**config.mk**
```make
export PLATFORM = sky130hd
export DESIGN_NAME = data_memory_arbiter
export DESIGN_NICKNAME = d
export VERILOG_FILES = /design/src/rtl/data_memory_pkg.sv /design/src/rtl/rr_arbiter2.sv /design/src/rtl/data_memory_arbiter.sv
export SDC_FILE = /design/constraint.sdc
export NUM_CORES = 1
export LEC_CHECK = 0
export ABC_AREA = 1
export CORE_ASPECT_RATIO = 0.75
export CORE_MARGIN = 1.5
export CORE_UTILIZATION = 31
export CTS_CLUSTER_DIAMETER = 60
export DETAILED_ROUTE_END_ITERATION = 8
export PLACE_DENSITY_LB_ADDON = 0.25
export SYNTH_ARGS = -nofsm -noshare
export SYNTH_HDL_FRONTEND = slang
export SYNTH_SLANG_ARGS = --single-unit
```
**constraint.sdc**
```tcl
create_clock -name Clk -period 1.9 [get_ports Clk]
set_input_delay 0.57 -clock Clk [delete_from_list [all_inputs] [get_ports Clk]]
set_output_delay 0.57 -clock Clk [all_outputs]
set_load 0.02 [all_outputs]
```
**src/rtl/data_memory_pkg.sv**
```systemverilog
// rtl/data_memory_pkg.sv - shared types and constants for the data memory arbiter
package data_memory_pkg;

  localparam int DEFAULT_ADDR_WIDTH = 32;
  localparam int DEFAULT_DATA_WIDTH = 32;
  localparam int DEFAULT_LOCK_LIMIT = 8;

  localparam logic PORT_CORE = 1'b0;
  localparam logic PORT_DMA  = 1'b1;

  typedef enum logic [1:0] {
    ARB   = 2'd0,
    LOCK0 = 2'd1,
    LOCK1 = 2'd2
  } arbState_t;

endpackage

```
**src/rtl/rr_arbiter2.sv**
```systemverilog
// rtl/rr_arbiter2.sv - combinational two-way round-robin grant with lock mask
module rr_arbiter2
  import data_memory_pkg::*;
(
  input  logic [1:0] valid,
  input  logic       lastGrant,
  input  logic [1:0] lockMask,
  output logic [1:0] grant
);

  logic [1:0] eligible;

  // Lone eligible requester wins; on a tie the one not served last wins.
  always_comb begin
    eligible = valid & lockMask;
    grant    = eligible;
    if (eligible == 2'b11) begin
      grant = (lastGrant == PORT_CORE) ? 2'b10 : 2'b01;
    end
  end

endmodule

```
**src/rtl/data_memory_arbiter.sv**
```systemverilog
// rtl/data_memory_arbiter.sv - shares single-port Data_Memory between core and DMA
module data_memory_arbiter
  import data_memory_pkg::*;
#(
  parameter int ADDR_WIDTH = DEFAULT_ADDR_WIDTH,
  parameter int DATA_WIDTH = DEFAULT_DATA_WIDTH,
  parameter int LOCK_LIMIT = DEFAULT_LOCK_LIMIT
) (
  input  logic                  Clk,
  input  logic                  Reset_n,
  input  logic                  Req_Valid_0,
  input  logic                  Req_Valid_1,
  input  logic                  Req_Write_0,
  input  logic                  Req_Write_1,
  input  logic                  Req_Lock_0,
  input  logic                  Req_Lock_1,
  input  logic [ADDR_WIDTH-1:0] Req_Address_0,
  input  logic [ADDR_WIDTH-1:0] Req_Address_1,
  input  logic [DATA_WIDTH-1:0] Req_Write_Data_0,
  input  logic [DATA_WIDTH-1:0] Req_Write_Data_1,
  output logic                  Req_Ready_0,
  output logic                  Req_Ready_1,
  output logic                  Resp_Valid_0,
  output logic                  Resp_Valid_1,
  output logic [DATA_WIDTH-1:0] Resp_Read_Data_0,
  output logic [DATA_WIDTH-1:0] Resp_Read_Data_1,
  output logic                  Mem_Write,
  output logic [ADDR_WIDTH-1:0] Mem_Address,
  output logic [DATA_WIDTH-1:0] Mem_Write_Data,
  input  logic [DATA_WIDTH-1:0] Mem_Read_Data
);

  localparam int CNT_W = $clog2(LOCK_LIMIT + 1);
  localparam logic [CNT_W-1:0] CNT_LIMIT = CNT_W'(LOCK_LIMIT);
  localparam logic [CNT_W-1:0] CNT_ONE   = CNT_W'(1);

  arbState_t        state, stateNext;
  logic             lastGrant, lastGrantNext;
  logic [CNT_W-1:0] lockCount, lockCountNext, lockCountInc;
  logic [1:0]       lockMask, rawGrant, grant;
  logic             timeout;

  // While locked only the owner may be considered.
  always_comb begin
    lockMask = 2'b11;
    case (state)
      LOCK0:   lockMask = 2'b01;
      LOCK1:   lockMask = 2'b10;
      default: lockMask = 2'b11;
    endcase
  end

  rr_arbiter2 u_rr_arbiter2 (
    .valid     ({Req_Valid_1, Req_Valid_0}),
    .lastGrant (lastGrant),
    .lockMask  (lockMask),
    .grant     (rawGrant)
  );

  // Nothing is granted while reset is held, so the memory never sees a stray write.
  assign grant       = Reset_n ? rawGrant : 2'b00;
  assign Req_Ready_0 = grant[0];
  assign Req_Ready_1 = grant[1];

  // Steer the granted port onto the memory bus; park at zero when idle.
  always_comb begin
    Mem_Write      = 1'b0;
    Mem_Address    = '0;
    Mem_Write_Data = '0;
    if (grant[0]) begin
      Mem_Write      = Req_Write_0;
      Mem_Address    = Req_Address_0;
      Mem_Write_Data = Req_Write_Data_0;
    end else if (grant[1]) begin
      Mem_Write      = Req_Write_1;
      Mem_Address    = Req_Address_1;
      Mem_Write_Data = Req_Write_Data_1;
    end
  end

  assign timeout      = (lockCount == CNT_LIMIT);
  assign lockCountInc = timeout ? lockCount : lockCount + CNT_ONE;

  // Next-state logic for lock ownership, lock counter and round-robin history.
  always_comb begin
    stateNext     = state;
    lockCountNext = lockCount;
    lastGrantNext = lastGrant;
    if (grant[0]) begin
      lastGrantNext = PORT_CORE;
    end else if (grant[1]) begin
      lastGrantNext = PORT_DMA;
    end
    case (state)
      ARB: begin
        if (grant[0] && Req_Lock_0) begin
          stateNext     = LOCK0;
          lockCountNext = CNT_ONE;
        end else if (grant[1] && Req_Lock_1) begin
          stateNext     = LOCK1;
          lockCountNext = CNT_ONE;
        end
      end
      LOCK0: begin
        if (timeout) begin
          stateNext     = ARB;
          lockCountNext = '0;
          lastGrantNext = PORT_CORE;
        end else if (grant[0] && !Req_Lock_0) begin
          stateNext     = ARB;
          lockCountNext = '0;
        end else begin
          lockCountNext = lockCountInc;
        end
      end
      LOCK1: begin
        if (timeout) begin
          stateNext     = ARB;
          lockCountNext = '0;
          lastGrantNext = PORT_DMA;
        end else if (grant[1] && !Req_Lock_1) begin
          stateNext     = ARB;
          lockCountNext = '0;
        end else begin
          lockCountNext = lockCountInc;
        end
      end
      default: begin
        stateNext     = ARB;
        lockCountNext = '0;
      end
    endcase
  end

  // Arbitration state register.
  always_ff @(posedge Clk or negedge Reset_n) begin
    if (!Reset_n) begin
      state     <= ARB;
      lastGrant <= PORT_DMA;
      lockCount <= '0;
    end else begin
      state     <= stateNext;
      lastGrant <= lastGrantNext;
      lockCount <= lockCountNext;
    end
  end

  // One-cycle response pulse; read data captured only on reads.
  always_ff @(posedge Clk or negedge Reset_n) begin
    if (!Reset_n) begin
      Resp_Valid_0     <= 1'b0;
      Resp_Valid_1     <= 1'b0;
      Resp_Read_Data_0 <= '0;
      Resp_Read_Data_1 <= '0;
    end else begin
      Resp_Valid_0 <= grant[0];
      Resp_Valid_1 <= grant[1];
      if (grant[0] && !Req_Write_0) begin
        Resp_Read_Data_0 <= Mem_Read_Data;
      end
      if (grant[1] && !Req_Write_1) begin
        Resp_Read_Data_1 <= Mem_Read_Data;
      end
    end
  end

endmodule
```
### Yosys cells after proc, flatten, opt, wreduce, memory -nomap -nowiden

Cells that the tools add are included.

| cells by class | value |
|---|---|
| reductions and logical operators | 12 |
| multiplexer cells | 29 |
| bitwise gates (word level) | 1 |
| add/sub/neg operators | 1 |
| equality and inequality tests | 7 |

Operators by type and width:

| operator | count |
|---|---|
| $mux 32 | 4 |
| $mux 4 | 6 |
| $mux 2 | 9 |
| $pmux 4 s3 | 1 |
| $ne 3x3->1 const B | 3 |
| $logic_and 1x1->1 | 6 |
| $mux 1 | 6 |
| $pmux 2 s3 | 1 |
| $add 4x1->4 const B | 1 |
| $eq 2x2->1 const B | 2 |
| $eq 4x4->1 const B | 1 |
| $logic_not 1->1 | 4 |
| $pmux 2 s2 | 1 |
| $reduce_and 3->1 | 1 |
| $and 2x2->2 | 1 |
| $eq 2x1->1 const B | 1 |
| $logic_not 2->1 | 1 |
| $pmux 1 s2 | 1 |

| storage, ports and cells | value |
|---|---|
| register bits | 73 |
| logic and storage cells | 57 |
| output and inout bits | 133 |

### Longest topological paths before layout

Gate-level depths: netlist (run 1).

| logic depth | value |
|---|---|
| word-level depth | 10 |
| gate-level depth with buffers | 12 |

### Hierarchy

Synthesis (run 1) repeated with hierarchy kept, for this count alone.

| unflattened totals | value |
|---|---|
| cells, all modules | 547 |
| area, all modules | 4062.6 µm² |

Modules (own cells, without submodules):

| module | times used | area each (µm²) | cells an instance |
|---|---|---|---|
| data_memory_arbiter | 1 | 4031.4 | 539 |
| rr_arbiter2 | 1 | 31.3 | 8 |

### Worst setup path before layout (run 1)

No wires, ideal clock.

| path | value |
|---|---|
| path kind | reg2out |
| from | register state[0] |
| to | output port Mem_Address[27] |
| buffers on the path | 1 |
| data arrival time | 1.555 ns |
| cell stages (with the launch flop) | 10 |
| path slack | -0.225 ns |
| path through | dfrtp_1 -> inv_1 -> ha_1 -> inv_2 -> nand2_2 -> nor2_4 -> nand2_2 -> inv_2 -> clkbuf_1 -> a22o_1 |

| on the way | value |
|---|---|
| word-level cells in the longest chain between the ends | 8 |
| elaborated cells on any way between the ends | 9 |

Ends and longest elaborated chain:

| item | line | RTL |
|---|---|---|
| start, declared | data_memory_arbiter.sv:37 | `arbState_t state, stateNext;` |
| start signal, assigned | data_memory_arbiter.sv:142 | `state <= stateNext;` |
| $eq 2x2->1 / $eq 2x1->1 (equally long branches) | data_memory_arbiter.sv:46 | `case (state)` |
| $pmux 2 s2 (*) | data_memory_arbiter.sv:46 |  |
| $and 2x2->2 (*) | rr_arbiter2.sv:15 | `eligible = valid & lockMask;` |
| $eq 2x2->1 | rr_arbiter2.sv:17 | `if (eligible == 2'b11) begin` |
| $mux 2 (*) | rr_arbiter2.sv:17 |  |
| $mux 2 (*) | data_memory_arbiter.sv:61 | `assign grant = Reset_n ? rawGrant : 2'b00;` |
| $mux 32 | data_memory_arbiter.sv:74 | `end else if (grant[1]) begin` |
| $mux 32 (*) | data_memory_arbiter.sv:70 | `if (grant[0]) begin` |
| end, declared | data_memory_arbiter.sv:28 | `output logic [ADDR_WIDTH-1:0] Mem_Address,` |

Every way passes the cells marked *; elsewhere a longest branch is shown, timed or not.

### Worst setup path in the final report (run 1)

| path | value |
|---|---|
| from | register state[0] |
| to | output port Mem_Write_Data[5] |

| on the way | value |
|---|---|
| word-level cells in the longest chain between the ends | 8 |
| elaborated cells on any way between the ends | 9 |

Ends and longest elaborated chain:

| item | line | RTL |
|---|---|---|
| $eq 2x2->1 / $eq 2x1->1 (equally long branches) | data_memory_arbiter.sv:46 |  |
| $pmux 2 s2 (*) | data_memory_arbiter.sv:46 |  |
| $and 2x2->2 (*) | rr_arbiter2.sv:15 |  |
| $eq 2x2->1 | rr_arbiter2.sv:17 |  |
| $mux 2 (*) | rr_arbiter2.sv:17 |  |
| $mux 2 (*) | data_memory_arbiter.sv:61 |  |
| $mux 32 | data_memory_arbiter.sv:74 |  |
| $mux 32 (*) | data_memory_arbiter.sv:70 |  |
| end, declared | data_memory_arbiter.sv:29 | `output logic [DATA_WIDTH-1:0] Mem_Write_Data,` |

Marked as above.

==> results.cfg, run 1 <==
[route]
drt_iter0_drc = 178
postRouteAntennaNets = 0
drc_errors = 0
viasPerCell = 4.76
wl_per_cell_um = 19.8
firstDrtPassIters = 5
routed_wl_um = 18200
dr_total_vias = 4375

[placed_design]
placed_cell_area_um2 = 7660
numPortBuffers = 300
place_inst = 877
dp_hpwl_um = 13000
place.gp.congestion = 0.886

[clock_network]
cts_hold_buffers = 0
numCtsBuffers = 9
cts_num_sinks = 73
clkSlewWorstSetupHoldPaths_ns = 0.06
insertion_delay_ns = 0.33
cts_tree = yes
htreeDepth = 3
clk_path_buf_depth = 2
cts-root-buf = clkbuf_16

[timing]
layout_setup_ws_ns = -0.672
drv_slew = 0
tightest_slew_ns = 0.510
slew_headroom_pct = 66.0
setup_viol = 84
period_needed_ns = 2.57
fmax_mhz = 389
period_share_pct = 135
hold_violations = 0
finClkSkew_ns = 0.00799
whs_ns = 0.362
rsz0062_at_grt = true

[setup_path]
cp.arrival_ns = 2.00
reg2regPathDepth = 13
rr_endpoint = Resp_Read_Data_1[7]
worstSetupPathType = flop to output pin
cp_max_fo = 7
required_ns = 1.33
start_kind = flop
crit_path_start = state[0]
r2r-start = state[0]
end_kind = output pin
regToRegSetupSlack_ns = -0.06
critical_path.endpoint = Mem_Write_Data[5]

[synth]
syn_nets = 581
synth-seq-cells = 73
synth-edff-count = 0
async_flop_share_pct = 100
syn-cell-area_um2 = 3870
yosysTopAreaCellShare_pct = 46.5
synth.avg_cell_area_um2 = 9.54
ys_top_cells_by_area = dfrtp_1, a22o_1, nand2_1
yosysWarningCount = 0
yosysTopAreaCell = dfrtp_1
seq_area_frac_synth_pct = 47.2
ys_top_cells_by_count = nand2_1, dfrtp_1, a22o_1, inv_1, o21ai_1
synth_cell_types = 23
synth_cells = 406
synthMostInstantiatedCell = nand2_1
synth_ff_type = dfrtp_1

[die]
ios = 301
die_x_um = 132
start_util_pct = 31.7
dieArea_um2 = 13200
die_height_um = 99.8
core_area_um2 = 12200
fp-row-count = 35

[pwr]
ir_worst_vdd_mv = 1.02
finalPower_uw = 10600
powerDensity_nw_per_um2 = 1210
p_leak_uw = 0.00447

[grt]
grt_start_max_net_pins = 53
grt-ovfl-total = 0
grt_pass1_wl_um = 24800
track_usage_pct = 24.7
grt_pass1_vias = 4292
antenna_found_initial = 2

[finish]
fin_area_um2 = 8740
syn_to_final_growth_pct = 126
drive_above_1_share_pct = 36.0
fin_nets = 921
final_cells = 919

[status]
violations = setup timing
status = finished with violations

[flow_run]
maxCapViolations = 0

[worst_hold_path]
hold_path_class = input port to async pin
-- flip-flops by register name, indices dropped and copies added (netlist names) --
register	count
Resp_Read_Data_0	32
Resp_Valid_1	1
lastGrant	1
lockCount	4
state	2
Resp_Valid_0	1
Resp_Read_Data_1	32
-- layer usage --
| layer | track usage [%] | share of wire (%) | vias up |
|---|---|---|---|
| met2 | 39.9 | 48 | 190 |
| met5 | 0 | 0 | - |
| met1 | 31.8 | 42 | 2097 |
| met4 | 4.87 | 1.2 | 0 |
| li1 | - | - | 2066 |
| met3 | 9.60 | 9.1 | 22 |
-- repair_timing --
item	CTS	global route
resized for setup	400	114
endpoints found under the setup margin	83	129
cloned	4	10
setup buffers	4	6
pin swaps	6	14
-- worst min-delay path by stage --
stage                              start                   end  slack (ns)
floorplan                        Reset_n   Resp_Read_Data_0[0]        0.27
global placement     Resp_Read_Data_1[0]   Resp_Read_Data_1[0]        0.46
detailed placement  Resp_Read_Data_1[20]  Resp_Read_Data_1[20]        0.47
CTS                              Reset_n  Resp_Read_Data_0[13]        0.36
global route                     Reset_n  Resp_Read_Data_0[12]        0.39
finish                           Reset_n   Resp_Read_Data_0[9]        0.36
-- power breakdown --
| group | internal [uW] | total, uW | switching [uW] | leakage [uW] |
|---|---|---|---|---|
| registers | 2220 | 2620 | 403 | 0.000914 |
| logic | 2990 | 5980 | 2990 | 0.00339 |
| clock network | 1290 | 1950 | 662 | 0.000167 |
-- kinds of logic (layout without fill, tap and decap cells) --
kind of cell / count (synthesis) / after routing / share of synthesized area (%)
DFF: 73 / 73 / 47.2
adders and majority gates: 7 / 7 / 2.26
buffers and inverters: 78 / 423 / 11.2
AOI/OAI and AO/OA: 134 / 134 / 26.4
other: 0 / 2 / 0
and+or+nand+nor: 112 / 112 / 12.4
xor gates and xnor gates: 2 / 2 / 0.453
-- critical path, cell delays in order, from the launching register on --
cell and delay, ns:
dfrtp_1 0.43, inv_2 0.08, ha_4 0.16, inv_4 0.06, buf_6 0.09, nand3_4 0.10
nand2_8 0.14, inv_12 0.07, clkbuf_16 0.17, a22o_4 0.22, buf_6 0.13
-- final cells by class --
type	instances	area [um2]
inverter	52	225
timing repair buffer	354	3830
tap	166	208
multi-input combinational	255	2290
clock inverter	6	113
fill	874	3480
timing repair inverter	1	11.3
clock buffer	10	229
sequential	73	1830
antenna	2	5.00
-- stage by stage --
step	TNS, ns	utilization (%)	setup slack, ns
floorplan	-7.54	-	-0.131
global placement	-94.01	62.7	-1.18
global route	-52.22	71.5	-0.739
finish	-42.58	71.5	-0.672
CTS	-40.25	66.6	-0.636
detailed placement	-99.29	62.7	-1.22
-- cells in the final DEF, fill, tap and decap left out, types with 11 or more instances in the layout --
cell / n
dlymetal6s2s_1: 25
dfrtp_1: 71
buf_4: 22
o21ai_1: 32
a22o_4: 60
o21ai_2: 36
dlygate4sd2_1: 18
nand2_1: 79
clkdlybuf4s50_1: 189
inv_1: 43
buf_6: 71
clkbuf_16: 15
nand2_2: 11
(Power assumes the default switching activity.)
==> inputs of run 2 (changes only) <==
- MAX_ROUTING_LAYER: unset -> met4
==> results.cfg, run 2 (synthesized netlist as in run 1, its figures left out) <==
[die]
start_util_pct = 31.7
dieArea_um2 = 13200
ios = 301
die_height_um = 99.8
fp-row-count = 35
die_x_um = 132
core_area_um2 = 12200

[timing]
fmax_mhz = 389
layout_setup_ws_ns = -0.671
slew_headroom_pct = 65.5
period_needed_ns = 2.57
rsz0062_at_grt = true
setup_viol = 84
tightest_slew_ns = 0.518
drv_slew = 0
period_share_pct = 135
hold_violations = 0
finClkSkew_ns = 0.00878

[setup_path]
r2r-start = state[0]
end_kind = output pin
worstSetupPathType = flop to output pin
required_ns = 1.33
cp_max_fo = 7
rr_endpoint = Resp_Read_Data_1[7]
reg2regPathDepth = 13
start_kind = flop
cp.arrival_ns = 2.00
regToRegSetupSlack_ns = -0.06

[placed_design]
placed_cell_area_um2 = 7660
preCtsSetupSlack_ns = -1.22
dp_hpwl_um = 13000
numPortBuffers = 300
place.gp.congestion = 0.901

[finish]
fin_area_um2 = 8750
final_core_util_pct = 71.6
top_regs = Resp_Read_Data_0 (32), Resp_Read_Data_1 (32), lockCount (4)
fin_nets = 921
syn_to_final_growth_pct = 126
final_cell_mix = clkdlybuf4s50_1, nand2_1, buf_6
layout_commonest_cell = clkdlybuf4s50_1
drive_above_1_share_pct = 35.8

[pwr]
p_leak_uw = 0.00449
finalPower_uw = 10600
ir_worst_vdd_mv = 1.02
powerDensity_nw_per_um2 = 1210

[clock_network]
clkSlewWorstSetupHoldPaths_ns = 0.06
insertion_delay_ns = 0.33
numCtsBuffers = 9
htreeDepth = 3
cts-root-buf = clkbuf_16
clk_path_buf_depth = 2
cts_tree = yes
cts_num_sinks = 73

[flow_run]
maxCapViolations = 0

[route]
routed_wl_um = 18300
drt_iter0_drc = 198
dr_total_vias = 4371
postRouteAntennaNets = 0
firstDrtPassIters = 4
wl_per_cell_um = 19.9
drc_errors = 0
viasPerCell = 4.76

[status]
violations = setup timing
status = finished with violations

[grt]
grt_pass1_wl_um = 24700
grt_start_max_net_pins = 53
track_usage_pct = 25.5
grt-ovfl-total = 0
grt_pass1_vias = 4285
antenna_found_initial = 2

[worst_hold_path]
hold_path_class = input port to async pin
-- run 2: cell types whose count changed in the layout (fill, tap and decap cells not counted) --
cell	before	now
buf_2	6	5
dlymetal6s2s_1	25	26
nand2_1	79	80
clkdlybuf4s50_1	189	188
nand2_4	3	4
buf_6	71	72
nand2_2	11	9
-- run 2: worst max-delay path: stages (launching register included) --
cell and delay [ns]:
dfrtp_1 0.43, inv_2 0.08, ha_4 0.16, inv_4 0.06, buf_6 0.09, nand3_4 0.10, nand2_8 0.14, inv_12 0.07
clkbuf_16 0.17, a22o_4 0.22, buf_6 0.13
-- run 2: worst max-delay path by stage --
| stage | startpoint | endpoint | slack, ns | depth (start not counted) |
|---|---|---|---|---|
| detailed placement | Req_Valid_0 | Mem_Address[25] | -1.22 | 8 |
| floorplan | state[0] | Mem_Address[27] | -0.13 | 9 |
| CTS | state[1] | Mem_Write_Data[1] | -0.64 | 10 |
| finish | state[0] | Mem_Write_Data[5] | -0.67 | 10 |
| global route | state[0] | Mem_Address[22] | -0.74 | 10 |
| global placement | Req_Valid_1 | Mem_Address[30] | -1.18 | 8 |
-- run 2: cell type report --
cell class                      count  area (um2)
Timing Repair Buffer              354        3840
Timing Repair inverter              1        11.3
Antenna cell                        2        5.00
Inverter                           52         225
Multi-Input combinational cell    255        2290
Tap cell                          166         208
Sequential cell                    73        1830
Fill cell                         869        3470
Clock inverter                      6         113
Clock buffer                       10         229
-- run 2: per-layer routing --
layer | vias up | GRT usage, % | wire length [um]
li1 | 2066 | - | -
met1 | 2108 | 32.8 | 7790
met2 | 185 | 39.9 | 8900
met3 | 12 | 8.43 | 1480
met4 | 0 | 4.10 | 134
met5 | - | - | 0
-- run 2: repair_timing --
action / 4_1_cts / 5_1_grt
pin swaps: 6 / 14
cloned: 4 / 10
gates resized for setup: 400 / 117
hold endpoints to repair: 0 / 0
endpoints found under the setup margin: 83 / 129
setup buffers: 4 / 6
hold buffers: 0 / 0
-- run 2: power breakdown --
group / switching, uW / internal, uW / leakage, uW / total (uW)
clock network: 657 / 1290 / 0.000167 / 1950
registers: 402 / 2220 / 0.000914 / 2620
logic: 3000 / 2990 / 0.00340 / 5990
-- run 2: per-stage QoR --
step,hold slack (ns),std cells,TNS (ns)
final,0.364,919,-42.27
after global routing,0.389,919,-52.13
after CTS,0.360,901,-40.25
after detailed placement,0.469,877,-99.29
after global placement,0.464,877,-94.01
after floorplan,0.274,406,-7.54
